[config.mk]
export PLATFORM = sky130hd
export DESIGN_NAME = mem_ctrl_flat
export DESIGN_NICKNAME = d
export VERILOG_FILES = /design/src/rtl/mem_ctrl_pkg.sv /design/src/rtl/mem_ctrl_if.sv /design/src/rtl/mem_store_aligner.sv /design/src/rtl/mem_ctrl.sv /design/src/flat_wrapper.sv
export SDC_FILE = /design/constraint.sdc
export NUM_CORES = 1
export LEC_CHECK = 0
export ABC_AREA = 1
export CORE_AREA = 2 2 180 182
export DETAILED_ROUTE_END_ITERATION = 8
export DIE_AREA = 0 0 182 184
export PLACE_DENSITY = 0.63
export SLEW_MARGIN = 20
export SYNTH_ARGS = -nofsm -noshare
export SYNTH_HDL_FRONTEND = slang
export SYNTH_HIERARCHICAL = 1
export SYNTH_SLANG_ARGS = --single-unit
[constraint.sdc]
create_clock -name clk -period 3.4 [get_ports clk]
set_clock_uncertainty 0.05 [all_clocks]
set_input_delay 0.51 -clock clk [delete_from_list [all_inputs] [get_ports clk]]
set_output_delay 0.51 -clock clk [all_outputs]
set_load 0.05 [all_outputs]
[src/rtl/mem_ctrl_pkg.sv]
// mem_ctrl_pkg
// Shared types and constants for the memory-access controller: access unit
// encoding, response fault codes, controller states and the default
// locations of the memory-mapped timer words.
package mem_ctrl_pkg;

   // Access size as presented by the datapath; 2'b11 is illegal and has no
   // enumerator on purpose so it falls into the default decode.
   typedef enum logic [1:0] {
      UNIT_BYTE = 2'b00,
      UNIT_HALF = 2'b01,
      UNIT_WORD = 2'b10
   } mem_unit_t;

   typedef enum logic [1:0] {
      FAULT_NONE       = 2'b00,
      FAULT_MISALIGNED = 2'b01,
      FAULT_TIMEOUT    = 2'b10
   } mem_fault_t;

   typedef enum logic [1:0] {
      IDLE     = 2'b00,
      RAM_WAIT = 2'b01,
      RESP     = 2'b10
   } mem_ctrl_state_t;

   // Timer window: low words; the high words sit at +4.
   localparam logic [31:0] DEFAULT_MTIMECMP_ADDR = 32'h0200_4000;
   localparam logic [31:0] DEFAULT_MTIME_ADDR    = 32'h0200_BFF8;

   // RAM_WAIT cycles allowed before the access is abandoned.
   localparam int DEFAULT_TIMEOUT = 16;

endpackage

[src/rtl/mem_ctrl_if.sv]
// mem_ctrl_if
// Bundles the datapath request/response handshake and the word-wide RAM
// port of the memory controller.
//   req_*  : datapath -> controller request (valid/ready handshake)
//   rsp_*  : controller -> datapath one-cycle response strobe and data
//   ram_*  : controller <-> RAM, request held until ram_ack
// modport slave  : the controller side
// modport master : the datapath/RAM side (used by the environment)
interface mem_ctrl_if;
   logic        req_valid;
   logic        req_ready;
   logic        req_we;
   logic [1:0]  req_unit;
   logic [31:0] req_addr;
   logic [31:0] req_wd;

   logic        rsp_valid;
   logic [31:0] rsp_rd;
   logic [1:0]  rsp_fault;

   logic        ram_req;
   logic        ram_we;
   logic [31:0] ram_addr;
   logic [3:0]  ram_be;
   logic [31:0] ram_wd;
   logic        ram_ack;
   logic [31:0] ram_rd;

   modport slave (
      input  req_valid, req_we, req_unit, req_addr, req_wd,
      output req_ready,
      output rsp_valid, rsp_rd, rsp_fault,
      output ram_req, ram_we, ram_addr, ram_be, ram_wd,
      input  ram_ack, ram_rd
   );

   modport master (
      output req_valid, req_we, req_unit, req_addr, req_wd,
      input  req_ready,
      input  rsp_valid, rsp_rd, rsp_fault,
      input  ram_req, ram_we, ram_addr, ram_be, ram_wd,
      output ram_ack, ram_rd
   );
endinterface

[src/rtl/mem_store_aligner.sv]
// mem_store_aligner
// Pure combinational lane logic for one access.
//   unit       in  2   access size (byte/half/word, 11 illegal)
//   addr_lo    in  2   byte offset within the word
//   wd         in  32  right-aligned store data
//   be         out 4   byte enables for a store of this size/offset
//   wd_lanes   out 32  store data replicated across every lane it may hit
//   misaligned out 1   access crosses its natural alignment or unit illegal
module mem_store_aligner
   import mem_ctrl_pkg::*;
(
   input  logic [1:0]  unit,
   input  logic [1:0]  addr_lo,
   input  logic [31:0] wd,
   output logic [3:0]  be,
   output logic [31:0] wd_lanes,
   output logic        misaligned
);

   // Replicating the data lets the RAM pick whichever lane the byte
   // enables select, so no data shifter is needed on the store path.
   always_comb begin
      be         = 4'b0000;
      wd_lanes   = wd;
      misaligned = 1'b0;
      case (mem_unit_t'(unit))
         UNIT_BYTE: begin
            be       = 4'b0001 << addr_lo;
            wd_lanes = {4{wd[7:0]}};
         end
         UNIT_HALF: begin
            be         = addr_lo[1] ? 4'b1100 : 4'b0011;
            wd_lanes   = {2{wd[15:0]}};
            misaligned = addr_lo[0];
         end
         UNIT_WORD: begin
            be         = 4'b1111;
            misaligned = |addr_lo;
         end
         default: begin
            misaligned = 1'b1;
         end
      endcase
   end

endmodule

[src/rtl/mem_ctrl.sv]
// mem_ctrl
// Memory-access controller between the core datapath and a word-wide RAM,
// with a decoded timer window exposing mtime (the mcycle counter) and
// mtimecmp.
//   clk             in   system clock
//   reset           in   asynchronous, active-high
//   bus             slave modport of mem_ctrl_if (request/response + RAM)
//   mcycle          in   64  current cycle counter
//   mcycle_we_mem   out  1   load mcycle from mcycle_next_mem
//   mcycle_next_mem out  64  new mcycle value (meaningful only with we)
//   mtimecmp        in   64  current mtimecmp
//   mtimecmp_next   out  64  mtimecmp with any store applied this cycle
module mem_ctrl
   import mem_ctrl_pkg::*;
#(
   parameter logic [31:0] MTIMECMP_ADDR = DEFAULT_MTIMECMP_ADDR,
   parameter logic [31:0] MTIME_ADDR    = DEFAULT_MTIME_ADDR,
   parameter int          TIMEOUT       = DEFAULT_TIMEOUT
)
(
   input  logic        clk,
   input  logic        reset,
   mem_ctrl_if.slave   bus,
   input  logic [63:0] mcycle,
   output logic        mcycle_we_mem,
   output logic [63:0] mcycle_next_mem,
   input  logic [63:0] mtimecmp,
   output logic [63:0] mtimecmp_next
);

   localparam int CNT_W = (TIMEOUT > 1) ? $clog2(TIMEOUT) : 1;
   localparam logic [CNT_W-1:0] CNT_MAX = CNT_W'(TIMEOUT - 1);
   localparam logic [31:0] MTIMECMP_HI_ADDR = MTIMECMP_ADDR + 32'd4;
   localparam logic [31:0] MTIME_HI_ADDR    = MTIME_ADDR + 32'd4;

   mem_ctrl_state_t state;
   logic [CNT_W-1:0] wait_cnt;
   logic [1:0]       addr_lo_q;

   logic [3:0]  align_be;
   logic [31:0] align_wd;
   logic        align_mis;

   logic accept;
   logic hit_cmp_lo, hit_cmp_hi, hit_time_lo, hit_time_hi, mmio_hit;
   logic misaligned, mmio_store;
   logic [31:0] mmio_rd;

   mem_store_aligner u_align (
      .unit       (bus.req_unit),
      .addr_lo    (bus.req_addr[1:0]),
      .wd         (bus.req_wd),
      .be         (align_be),
      .wd_lanes   (align_wd),
      .misaligned (align_mis)
   );

   assign bus.req_ready = (state == IDLE);
   assign accept        = bus.req_valid & bus.req_ready;

   // Timer words are matched on the word address; the byte offset only
   // matters for the alignment check.
   assign hit_cmp_lo  = (bus.req_addr[31:2] == MTIMECMP_ADDR[31:2]);
   assign hit_cmp_hi  = (bus.req_addr[31:2] == MTIMECMP_HI_ADDR[31:2]);
   assign hit_time_lo = (bus.req_addr[31:2] == MTIME_ADDR[31:2]);
   assign hit_time_hi = (bus.req_addr[31:2] == MTIME_HI_ADDR[31:2]);
   assign mmio_hit    = hit_cmp_lo | hit_cmp_hi | hit_time_lo | hit_time_hi;

   // Sub-word accesses to a timer word are treated as misaligned.
   assign misaligned = align_mis | (mmio_hit & (bus.req_unit != UNIT_WORD));
   assign mmio_store = accept & mmio_hit & ~misaligned & bus.req_we;

   // Timer stores take effect in the acceptance cycle itself so the
   // datapath registers pick them up on the same edge.
   always_comb begin
      mtimecmp_next   = mtimecmp;
      mcycle_next_mem = mcycle;
      mcycle_we_mem   = mmio_store & (hit_time_lo | hit_time_hi);
      if (mmio_store & hit_cmp_lo)  mtimecmp_next[31:0]    = bus.req_wd;
      if (mmio_store & hit_cmp_hi)  mtimecmp_next[63:32]   = bus.req_wd;
      if (mmio_store & hit_time_lo) mcycle_next_mem[31:0]  = bus.req_wd;
      if (mmio_store & hit_time_hi) mcycle_next_mem[63:32] = bus.req_wd;
   end

   // Read mux for the timer window.
   always_comb begin
      mmio_rd = 32'h0;
      if (hit_cmp_lo)       mmio_rd = mtimecmp[31:0];
      else if (hit_cmp_hi)  mmio_rd = mtimecmp[63:32];
      else if (hit_time_lo) mmio_rd = mcycle[31:0];
      else if (hit_time_hi) mmio_rd = mcycle[63:32];
   end

   // Control FSM. All RAM outputs are loaded once at acceptance and held
   // through RAM_WAIT; response data/fault hold until the next acceptance.
   always_ff @(posedge clk or posedge reset) begin
      if (reset) begin
         state         <= IDLE;
         wait_cnt      <= '0;
         addr_lo_q     <= 2'b00;
         bus.rsp_valid <= 1'b0;
         bus.rsp_rd    <= 32'h0;
         bus.rsp_fault <= FAULT_NONE;
         bus.ram_req   <= 1'b0;
         bus.ram_we    <= 1'b0;
         bus.ram_addr  <= 32'h0;
         bus.ram_be    <= 4'b0000;
         bus.ram_wd    <= 32'h0;
      end else begin
         case (state)
            IDLE: begin
               bus.rsp_valid <= 1'b0;
               if (accept) begin
                  addr_lo_q     <= bus.req_addr[1:0];
                  bus.ram_addr  <= {bus.req_addr[31:2], 2'b00};
                  bus.ram_we    <= bus.req_we;
                  bus.ram_be    <= bus.req_we ? align_be : 4'b1111;
                  bus.ram_wd    <= align_wd;
                  bus.rsp_fault <= FAULT_NONE;
                  bus.rsp_rd    <= 32'h0;
                  if (misaligned) begin
                     bus.rsp_fault <= FAULT_MISALIGNED;
                     bus.rsp_valid <= 1'b1;
                     state         <= RESP;
                  end else if (mmio_hit) begin
                     if (!bus.req_we) bus.rsp_rd <= mmio_rd;
                     bus.rsp_valid <= 1'b1;
                     state         <= RESP;
                  end else begin
                     bus.ram_req <= 1'b1;
                     wait_cnt    <= '0;
                     state       <= RAM_WAIT;
                  end
               end
            end
            RAM_WAIT: begin
               if (bus.ram_ack) begin
                  bus.rsp_rd    <= bus.ram_rd >> {addr_lo_q, 3'b000};
                  bus.ram_req   <= 1'b0;
                  bus.rsp_valid <= 1'b1;
                  state         <= RESP;
               end else if (wait_cnt == CNT_MAX) begin
                  bus.rsp_fault <= FAULT_TIMEOUT;
                  bus.ram_req   <= 1'b0;
                  bus.rsp_valid <= 1'b1;
                  state         <= RESP;
               end else begin
                  wait_cnt <= wait_cnt + 1'b1;
               end
            end
            RESP: begin
               bus.rsp_valid <= 1'b0;
               state         <= IDLE;
            end
            default: begin
               bus.rsp_valid <= 1'b0;
               bus.ram_req   <= 1'b0;
               state         <= IDLE;
            end
         endcase
      end
   end

endmodule
[src/flat_wrapper.sv]
// flat-port wrapper written by rule: the top's interface ports become plain ports
module mem_ctrl_flat import mem_ctrl_pkg::*;
#(
   parameter logic [31:0] MTIMECMP_ADDR = DEFAULT_MTIMECMP_ADDR,
   parameter logic [31:0] MTIME_ADDR    = DEFAULT_MTIME_ADDR,
   parameter int          TIMEOUT       = DEFAULT_TIMEOUT
)
  (clk, reset, mcycle, mcycle_we_mem, mcycle_next_mem, mtimecmp, mtimecmp_next, bus_req_valid, bus_req_we, bus_req_unit, bus_req_addr, bus_req_wd, bus_req_ready, bus_rsp_valid, bus_rsp_rd, bus_rsp_fault, bus_ram_req, bus_ram_we, bus_ram_addr, bus_ram_be, bus_ram_wd, bus_ram_ack, bus_ram_rd);
  mem_ctrl_if bus_i ();
  input  logic clk;
  input  logic reset;
  input  logic [63:0] mcycle;
  output logic mcycle_we_mem;
  output logic [63:0] mcycle_next_mem;
  input  logic [63:0] mtimecmp;
  output logic [63:0] mtimecmp_next;
  input wire logic [$bits(bus_i.req_valid)-1:0] bus_req_valid;
  input wire logic [$bits(bus_i.req_we)-1:0] bus_req_we;
  input wire logic [$bits(bus_i.req_unit)-1:0] bus_req_unit;
  input wire logic [$bits(bus_i.req_addr)-1:0] bus_req_addr;
  input wire logic [$bits(bus_i.req_wd)-1:0] bus_req_wd;
  output wire logic [$bits(bus_i.req_ready)-1:0] bus_req_ready;
  output wire logic [$bits(bus_i.rsp_valid)-1:0] bus_rsp_valid;
  output wire logic [$bits(bus_i.rsp_rd)-1:0] bus_rsp_rd;
  output wire logic [$bits(bus_i.rsp_fault)-1:0] bus_rsp_fault;
  output wire logic [$bits(bus_i.ram_req)-1:0] bus_ram_req;
  output wire logic [$bits(bus_i.ram_we)-1:0] bus_ram_we;
  output wire logic [$bits(bus_i.ram_addr)-1:0] bus_ram_addr;
  output wire logic [$bits(bus_i.ram_be)-1:0] bus_ram_be;
  output wire logic [$bits(bus_i.ram_wd)-1:0] bus_ram_wd;
  input wire logic [$bits(bus_i.ram_ack)-1:0] bus_ram_ack;
  input wire logic [$bits(bus_i.ram_rd)-1:0] bus_ram_rd;
  assign bus_i.req_valid = bus_req_valid;
  assign bus_i.req_we = bus_req_we;
  assign bus_i.req_unit = bus_req_unit;
  assign bus_i.req_addr = bus_req_addr;
  assign bus_i.req_wd = bus_req_wd;
  assign bus_req_ready = bus_i.req_ready;
  assign bus_rsp_valid = bus_i.rsp_valid;
  assign bus_rsp_rd = bus_i.rsp_rd;
  assign bus_rsp_fault = bus_i.rsp_fault;
  assign bus_ram_req = bus_i.ram_req;
  assign bus_ram_we = bus_i.ram_we;
  assign bus_ram_addr = bus_i.ram_addr;
  assign bus_ram_be = bus_i.ram_be;
  assign bus_ram_wd = bus_i.ram_wd;
  assign bus_i.ram_ack = bus_ram_ack;
  assign bus_i.ram_rd = bus_ram_rd;
  mem_ctrl #(.MTIMECMP_ADDR(MTIMECMP_ADDR), .MTIME_ADDR(MTIME_ADDR), .TIMEOUT(TIMEOUT)) u_core (.clk(clk), .reset(reset), .bus(bus_i), .mcycle(mcycle), .mcycle_we_mem(mcycle_we_mem), .mcycle_next_mem(mcycle_next_mem), .mtimecmp(mtimecmp), .mtimecmp_next(mtimecmp_next));
endmodule
# --- After elaboration in Yosys (flattened, before gate mapping) ---
# Cells that the tools add are included.
op_classes:
  n_addsub: 1
  n_eq_ne: 18
  shift: 2
  n_mux: 47
  n_bitwise: 17
  n_reduce_logical: 10
op_table:
  columns: ["cell", "count"]
  rows:
  - ["$mux 32", 13]
  - ["$pmux 32 s2", 2]
  - ["$eq 30x24->1 const B", 4]
  - ["$shr 32x5->32", 1]
  - ["$mux 4", 7]
  - ["$mux 2", 7]
  - ["$ne 2x2->1 const B", 7]
  - ["$pmux 4 s3", 1]
  - ["$mux 1", 11]
  - ["$and 1x1->1", 10]
  - ["$pmux 2 s2", 2]
  - ["$pmux 4 s2", 1]
  - ["$pmux 1 s3", 2]
  - ["$reduce_and 6->1", 1]
  - ["$or 1x1->1", 5]
  - ["$reduce_and 5->1", 1]
  - ["$add 4x1->4 const B", 1]
  - ["$eq 2x1->1 const B", 2]
  - ["$eq 2x2->1 const B", 2]
  - ["$eq 4x4->1 const B", 1]
  - ["$logic_not 2->1", 2]
  - ["$reduce_and 2->1", 2]
  - ["$reduce_and 4->1", 1]
  - ["$shl 1x2->4 const A", 1]
  - ["other kinds (7)", 8]
totals:
  register_bits: 111
  input_bits: 231
  output_inout_bits: 235

# --- Logic depth before layout (Yosys ltp) ---
logic_depth:
  ltp_word: 11
  depth_mapped: 13
  mapped_depth_nobuf: 13

# --- Cells and area by module ---
# The synthesis kept the hierarchy.
modules_own_cells:
  columns: ["module", "instances", "cells_each", "area_per_inst_um2", "seq_area_each_um2"]
  rows:
  - ["mem_ctrl", 1, 1384, 8595.7, 2777.7]
  - ["mem_store_aligner", 1, 105, 469.2, 0.0]

# --- Least setup slack after synthesis ---
# OpenSTA, ideal clock, no wires.
synth_path:
  path_kind: "in2out"
  from: "input port bus_req_unit[0]"
  to: "output port mcycle_next_mem[32]"
  arrival_ns: 2.518
  t_required_ns: 2.840
  slack_ns: 0.322
  path_stages: 9
  path_buffers: 2
  path_cell_list: "buf_2 o21ai_0 nand2_1 nor3_1 inv_1 nor2_4 nand3_4 buf_2 o21ai_1"
synth_between:
  elab_chain_len: 8
synth_rtl:
  columns: ["element", "line", "rtl"]
  rows:
  - ["from (decl)", "flat_wrapper.sv:19", "input wire logic [$bits(bus_i.req_unit)-1:0] bus_req_unit;"]
  - ["$eq 2x2->1, or another cell as far along", "mem_store_aligner.sv:26", "case (mem_unit_t'(unit))"]
  - ["$pmux 1 s3 *", "mem_store_aligner.sv:26", null]
  - ["via u_core.align_mis", "mem_ctrl.sv:42", "logic align_mis;"]
  - ["$or 1x1->1 *", "mem_ctrl.sv:70", "assign misaligned = align_mis | (mmio_hit & (bus.req_unit != UNIT_WORD));"]
  - ["$not 1->1 *", "mem_ctrl.sv:71", "assign mmio_store = accept & mmio_hit & ~misaligned & bus.req_we;"]
  - ["$and 1x1->1 * (2 in series)", "mem_ctrl.sv:71", null]
  - ["$and 1x1->1 *", "mem_ctrl.sv:82", "if (mmio_store & hit_time_hi) mcycle_next_mem[63:32] = bus.req_wd;"]
  - ["$mux 32 *", "mem_ctrl.sv:82", null]
  - ["to (decl)", "flat_wrapper.sv:14", "output logic [63:0] mcycle_next_mem;"]
# Mark *: on every way through the listed nets, which the timed path passes. The rest lies on a longest branch.

# --- Final worst setup path ---
layout_path:
  from: "input port bus_req_unit[1]"
  to: "output port mtimecmp_next[63]"
layout_between:
  elab_chain_len: 8
layout_rtl:
  columns: ["element", "line", "rtl"]
  rows:
  - ["$eq 2x2->1, or another cell as far along", "mem_store_aligner.sv:26", null]
  - ["$pmux 1 s3 *", "mem_store_aligner.sv:26", null]
  - ["via u_core.align_mis", "mem_ctrl.sv:42", null]
  - ["$or 1x1->1 *", "mem_ctrl.sv:70", null]
  - ["$not 1->1 *", "mem_ctrl.sv:71", null]
  - ["$and 1x1->1 * (2 in series)", "mem_ctrl.sv:71", null]
  - ["$and 1x1->1 *", "mem_ctrl.sv:80", "if (mmio_store & hit_cmp_hi) mtimecmp_next[63:32] = bus.req_wd;"]
  - ["$mux 32 *", "mem_ctrl.sv:80", null]
  - ["to (decl)", "flat_wrapper.sv:16", "output logic [63:0] mtimecmp_next;"]
# Marked as above.

==> flow_metrics.py <==
metrics = {
    "run_status": {
        "run_status": "completed",
    },
    "clock_network": {
        "worst_setup_hold_path_clk_slew_ns": 0.08,
        "worstSkewPairLatency_ns": 0.37,
        "postCtsSetupRepairBufs": 0,
        "cts_buffers": 9,
        "total_clock_sinks": 111,
        "ctsLongestPathBuffers": 2,
        "clock_tree_from_tritoncts": "built",
        "htree_num_levels": 3,
        "cts_root_buf": "sky130_fd_sc_hd__clkbuf_16",
    },
    "final_layout": {
        "layout_common_cells": "sky130_fd_sc_hd__nand2_1 (580), sky130_fd_sc_hd__clkdlybuf4s50_1 (334), sky130_fd_sc_hd__nor2_1 (144), sky130_fd_sc_hd__buf_12 (138), sky130_fd_sc_hd__inv_1 (133)",
        "syn2layout_area_growth_pct": 73.5,
        "post_route_cells_drive_above_1_share_pct": 13.9,
        "num-nets-final": 2139,
        "final_common_cell": "sky130_fd_sc_hd__nand2_1",
        "fill_cells": 3129,
    },
    "floorplan": {
        "standard_cell_rows": 65,
        "die_area_um2": 33500,
        "fp.coreArea_um2": 31400,
        "die_x_um": 182,
        "initial_standard_cell_utilization_of_the_core_pct": 28.9,
        "pin_count": 466,
        "dieHeight_um": 184,
    },
    "sta": {
        "final_layout_worst_hold_slack_ns": 0.434,
        "setup_ws_ns": 0.134,
        "timing.setup.tns_ns": 0,
        "worst-slew-pin-transition_ns": 0.803,
        "timing_hold_violations_final": 0,
        "post-route-period-util_pct": 96.1,
        "timing_max_transition_violations_final": 0,
        "max_slew_margin_pct": 46.4,
        "upper_clock_frequency_limit_mhz": 306,
        "unrepaired_setup_endpoints_after_global_routing": "false",
        "finalCriticalPeriod_ns": 3.27,
        "number_of_failing_setup_endpoints_in_the_final_timing_report": 0,
    },
    "detailed_routing": {
        "wl_met3_um": 3610,
        "detail_route.wl_per_cell_um": 21.2,
        "drt_first_iter_violations": 1024,
        "final_antenna_net_count": 0,
        "dr.pass1.iters": 5,
        "vias": 11500,
        "wl_met1_um": 19400,
        "drt_wl_total_um": 49200,
        "maxUsedRoutingLayer": "met5",
        "routed-wl-met2_um": 24300,
        "drcViolationCount": 0,
        "detail_route.vias_per_cell": 4.98,
    },
    "yosys": {
        "yosys_warnings": 6,
        "synth-edff-count": 0,
        "synth_top_area_share_pct": 30.6,
        "yosys_register_bits": 111,
        "synth_top_cells_by_area": "sky130_fd_sc_hd__dfrtp_1 (31%), sky130_fd_sc_hd__nand2_1 (24%), sky130_fd_sc_hd__nor2_1 (6.0%)",
        "ys_async_sr_fraction_pct": 100,
        "synth_ff_type": "sky130_fd_sc_hd__dfrtp_1",
        "synthDistinctLibCells": 38,
        "synth_area_per_cell_um2": 6.09,
        "part_of_the_yosys_area_used_for_sequential_elements_pct": 30.6,
        "post_synth_instance_area_um2": 9060,
        "post-synth-top-area-cell": "sky130_fd_sc_hd__dfrtp_1",
        "synthesis.instances": 1489,
    },
    "place": {
        "number_of_input_and_output_port_buffers_inserted": 463,
        "gp_congestion": 0.925,
        "detailedPlacementHpwl_um": 39700,
        "dp_slack_ns": 0.0200,
    },
    "grt": {
        "grt_antenna_before_repair": 4,
        "global_route_wire_length_before_repair_um": 72000,
        "grt.overflow.total": 0,
        "globalRouteTotalUtil_pct": 28.9,
        "pin_count_of_the_biggest_net_entering_global_routing": 112,
        "first_global_vias": 11400,
    },
    "worst_setup_path": {
        "critical_path_peak_fanout": 38,
        "setup.worst_path.class": "input pin to output pin",
        "cp-start-kind": "input pin",
        "timing.critical_path.to_type": "output pin",
        "data_arrival_at_the_endpoint_of_the_critical_path_ns": 2.71,
        "timing.critical_path.required_ns": 2.84,
    },
    "pwr": {
        "pwr_density_cell_nw_per_um2": 636,
        "p_leak_nw": 7.83,
        "vdd.ir_drop.worst_v": 0.000407,
    },
    "min_path": {
        "holdCritPathClass": "register to register",
    },
    "job": {
        "max_cap_viols": 0,
    },
}
==> final cells by class <==
cell class	instances	area (um^2)	share of cell area [%]
tap	402	503	3.20
antenna	3	7.51	0.0477
clock buffer	9	225	1.43
clock inverter	7	93.8	0.597
sequential	111	2780	17.7
timing repair buffer	499	6310	40.1
inverter	142	537	3.41
multi-input combinational	1144	5280	33.6
==> flip-flops by register name, summed over array words and instances, names as in the netlist <==
register	cells
u_core/bus.ram_we	1
u_core/bus.ram_wd	32
u_core/wait_cnt	4
u_core/bus.rsp_fault	2
u_core/addr_lo_q	2
u_core/bus.rsp_rd	32
u_core/bus.ram_be	4
u_core/bus.ram_req	1
u_core/bus.ram_addr	30
u_core/bus.rsp_valid	1
u_core/state	2
==> synth_stat cells, types with 3 or more instances <==
| cell | n |
|---|---|
| sky130_fd_sc_hd__inv_1 | 134 |
| sky130_fd_sc_hd__nand3b_1 | 14 |
| sky130_fd_sc_hd__clkbuf_1 | 37 |
| sky130_fd_sc_hd__buf_1 | 4 |
| sky130_fd_sc_hd__o21ai_2 | 33 |
| sky130_fd_sc_hd__nand2_2 | 6 |
| sky130_fd_sc_hd__nand3_4 | 3 |
| sky130_fd_sc_hd__buf_2 | 31 |
| sky130_fd_sc_hd__nor2_1 | 145 |
| sky130_fd_sc_hd__nand3_1 | 91 |
| sky130_fd_sc_hd__dfrtp_1 | 111 |
| sky130_fd_sc_hd__a211oi_1 | 8 |
| sky130_fd_sc_hd__or2_0 | 22 |
| sky130_fd_sc_hd__inv_2 | 8 |
| sky130_fd_sc_hd__buf_4 | 13 |
| sky130_fd_sc_hd__a21oi_1 | 40 |
| sky130_fd_sc_hd__nor2_4 | 9 |
| sky130_fd_sc_hd__nand2_1 | 581 |
| sky130_fd_sc_hd__o21ai_1 | 96 |
| sky130_fd_sc_hd__buf_6 | 8 |
| sky130_fd_sc_hd__o22a_1 | 4 |
| sky130_fd_sc_hd__o21ai_0 | 61 |
| sky130_fd_sc_hd__or2_2 | 10 |
==> metal layers <==
| metal | vias up | track usage [%] |
|---|---|---|
| li1 | 5507 | - |
| met1 | 5373 | 34.7 |
| met5 | - | 0 |
| met2 | 562 | 50.8 |
| met4 | 2 | 11.8 |
| met3 | 94 | 5.57 |
==> per-stage QoR <==
step           std cells  utilization, %  total power, W  instance area [um^2]
3_5_place_dp        2298            49.0         0.00881                 15400
2_1_floorplan       1490               -         0.00616                  9070
6_report            2317            50.1          0.0100                 15700
3_3_place_gp        2298            49.0         0.00876                 15400
5_1_grt             2317            50.1          0.0105                 15700
4_1_cts             2314            50.0          0.0100                 15700
==> power breakdown <==
| group | total (W) | internal [W] | leakage, nW | switching [W] |
|---|---|---|---|---|
| clock | 0.00119 | 0.000544 | 0.154 | 0.000650 |
| combinational | 0.00647 | 0.00211 | 6.31 | 0.00435 |
| sequential | 0.00234 | 0.00196 | 1.36 | 0.000378 |
==> worst paths after layout <==
kind                                        from                endpoint  slack, ns  cells after the start
setup / recovery                 bus_req_unit[1]       mtimecmp_next[63]       0.13                     11
hold / removal             u_core/bus.ram_wd[17]   u_core/bus.ram_wd[17]       0.43                      2
setup reg to reg                 u_core/state[0]    u_core/bus.rsp_rd[1]       0.96                      8
hold reg to reg            u_core/bus.ram_wd[17]   u_core/bus.ram_wd[17]       0.43                      2
max in group asynchronous                  reset   u_core/bus.rsp_rd[16]       2.19                      3
min in group asynchronous                  reset  u_core/bus.ram_addr[7]       0.57                      3
==> worst max-delay path: stages <==
cell                              delay (ns)
sky130_fd_sc_hd__clkdlybuf4s50_1        0.48
sky130_fd_sc_hd__buf_4                  0.18
sky130_fd_sc_hd__o21ai_0                0.07
sky130_fd_sc_hd__nand2_1                0.11
sky130_fd_sc_hd__nor3_2                 0.20
sky130_fd_sc_hd__inv_1                  0.11
sky130_fd_sc_hd__nor2_4                 0.24
sky130_fd_sc_hd__nand3_4                0.15
sky130_fd_sc_hd__buf_12                 0.19
sky130_fd_sc_hd__o21ai_1                0.26
sky130_fd_sc_hd__buf_12                 0.18
==> what timing repair did <==
item	CTS	global route
hold buffers	0	0
setup endpoints to repair	0	127
resized for setup	0	4
==> cells by family (layout without fill, tap and decap cells) <==
logic type	count (synthesis)	in the layout	share of synthesized area, %
adders and majority gates	1	1	0.138
buffers and inverters	235	657	11.4
and+or+nand+nor	894	894	42.2
DFF	111	111	30.6
xor gates and xnor gates	2	2	0.193
AOI/OAI and AO/OA	245	245	15.4
other	1	5	0.0414
(Power assumes the default switching activity.)
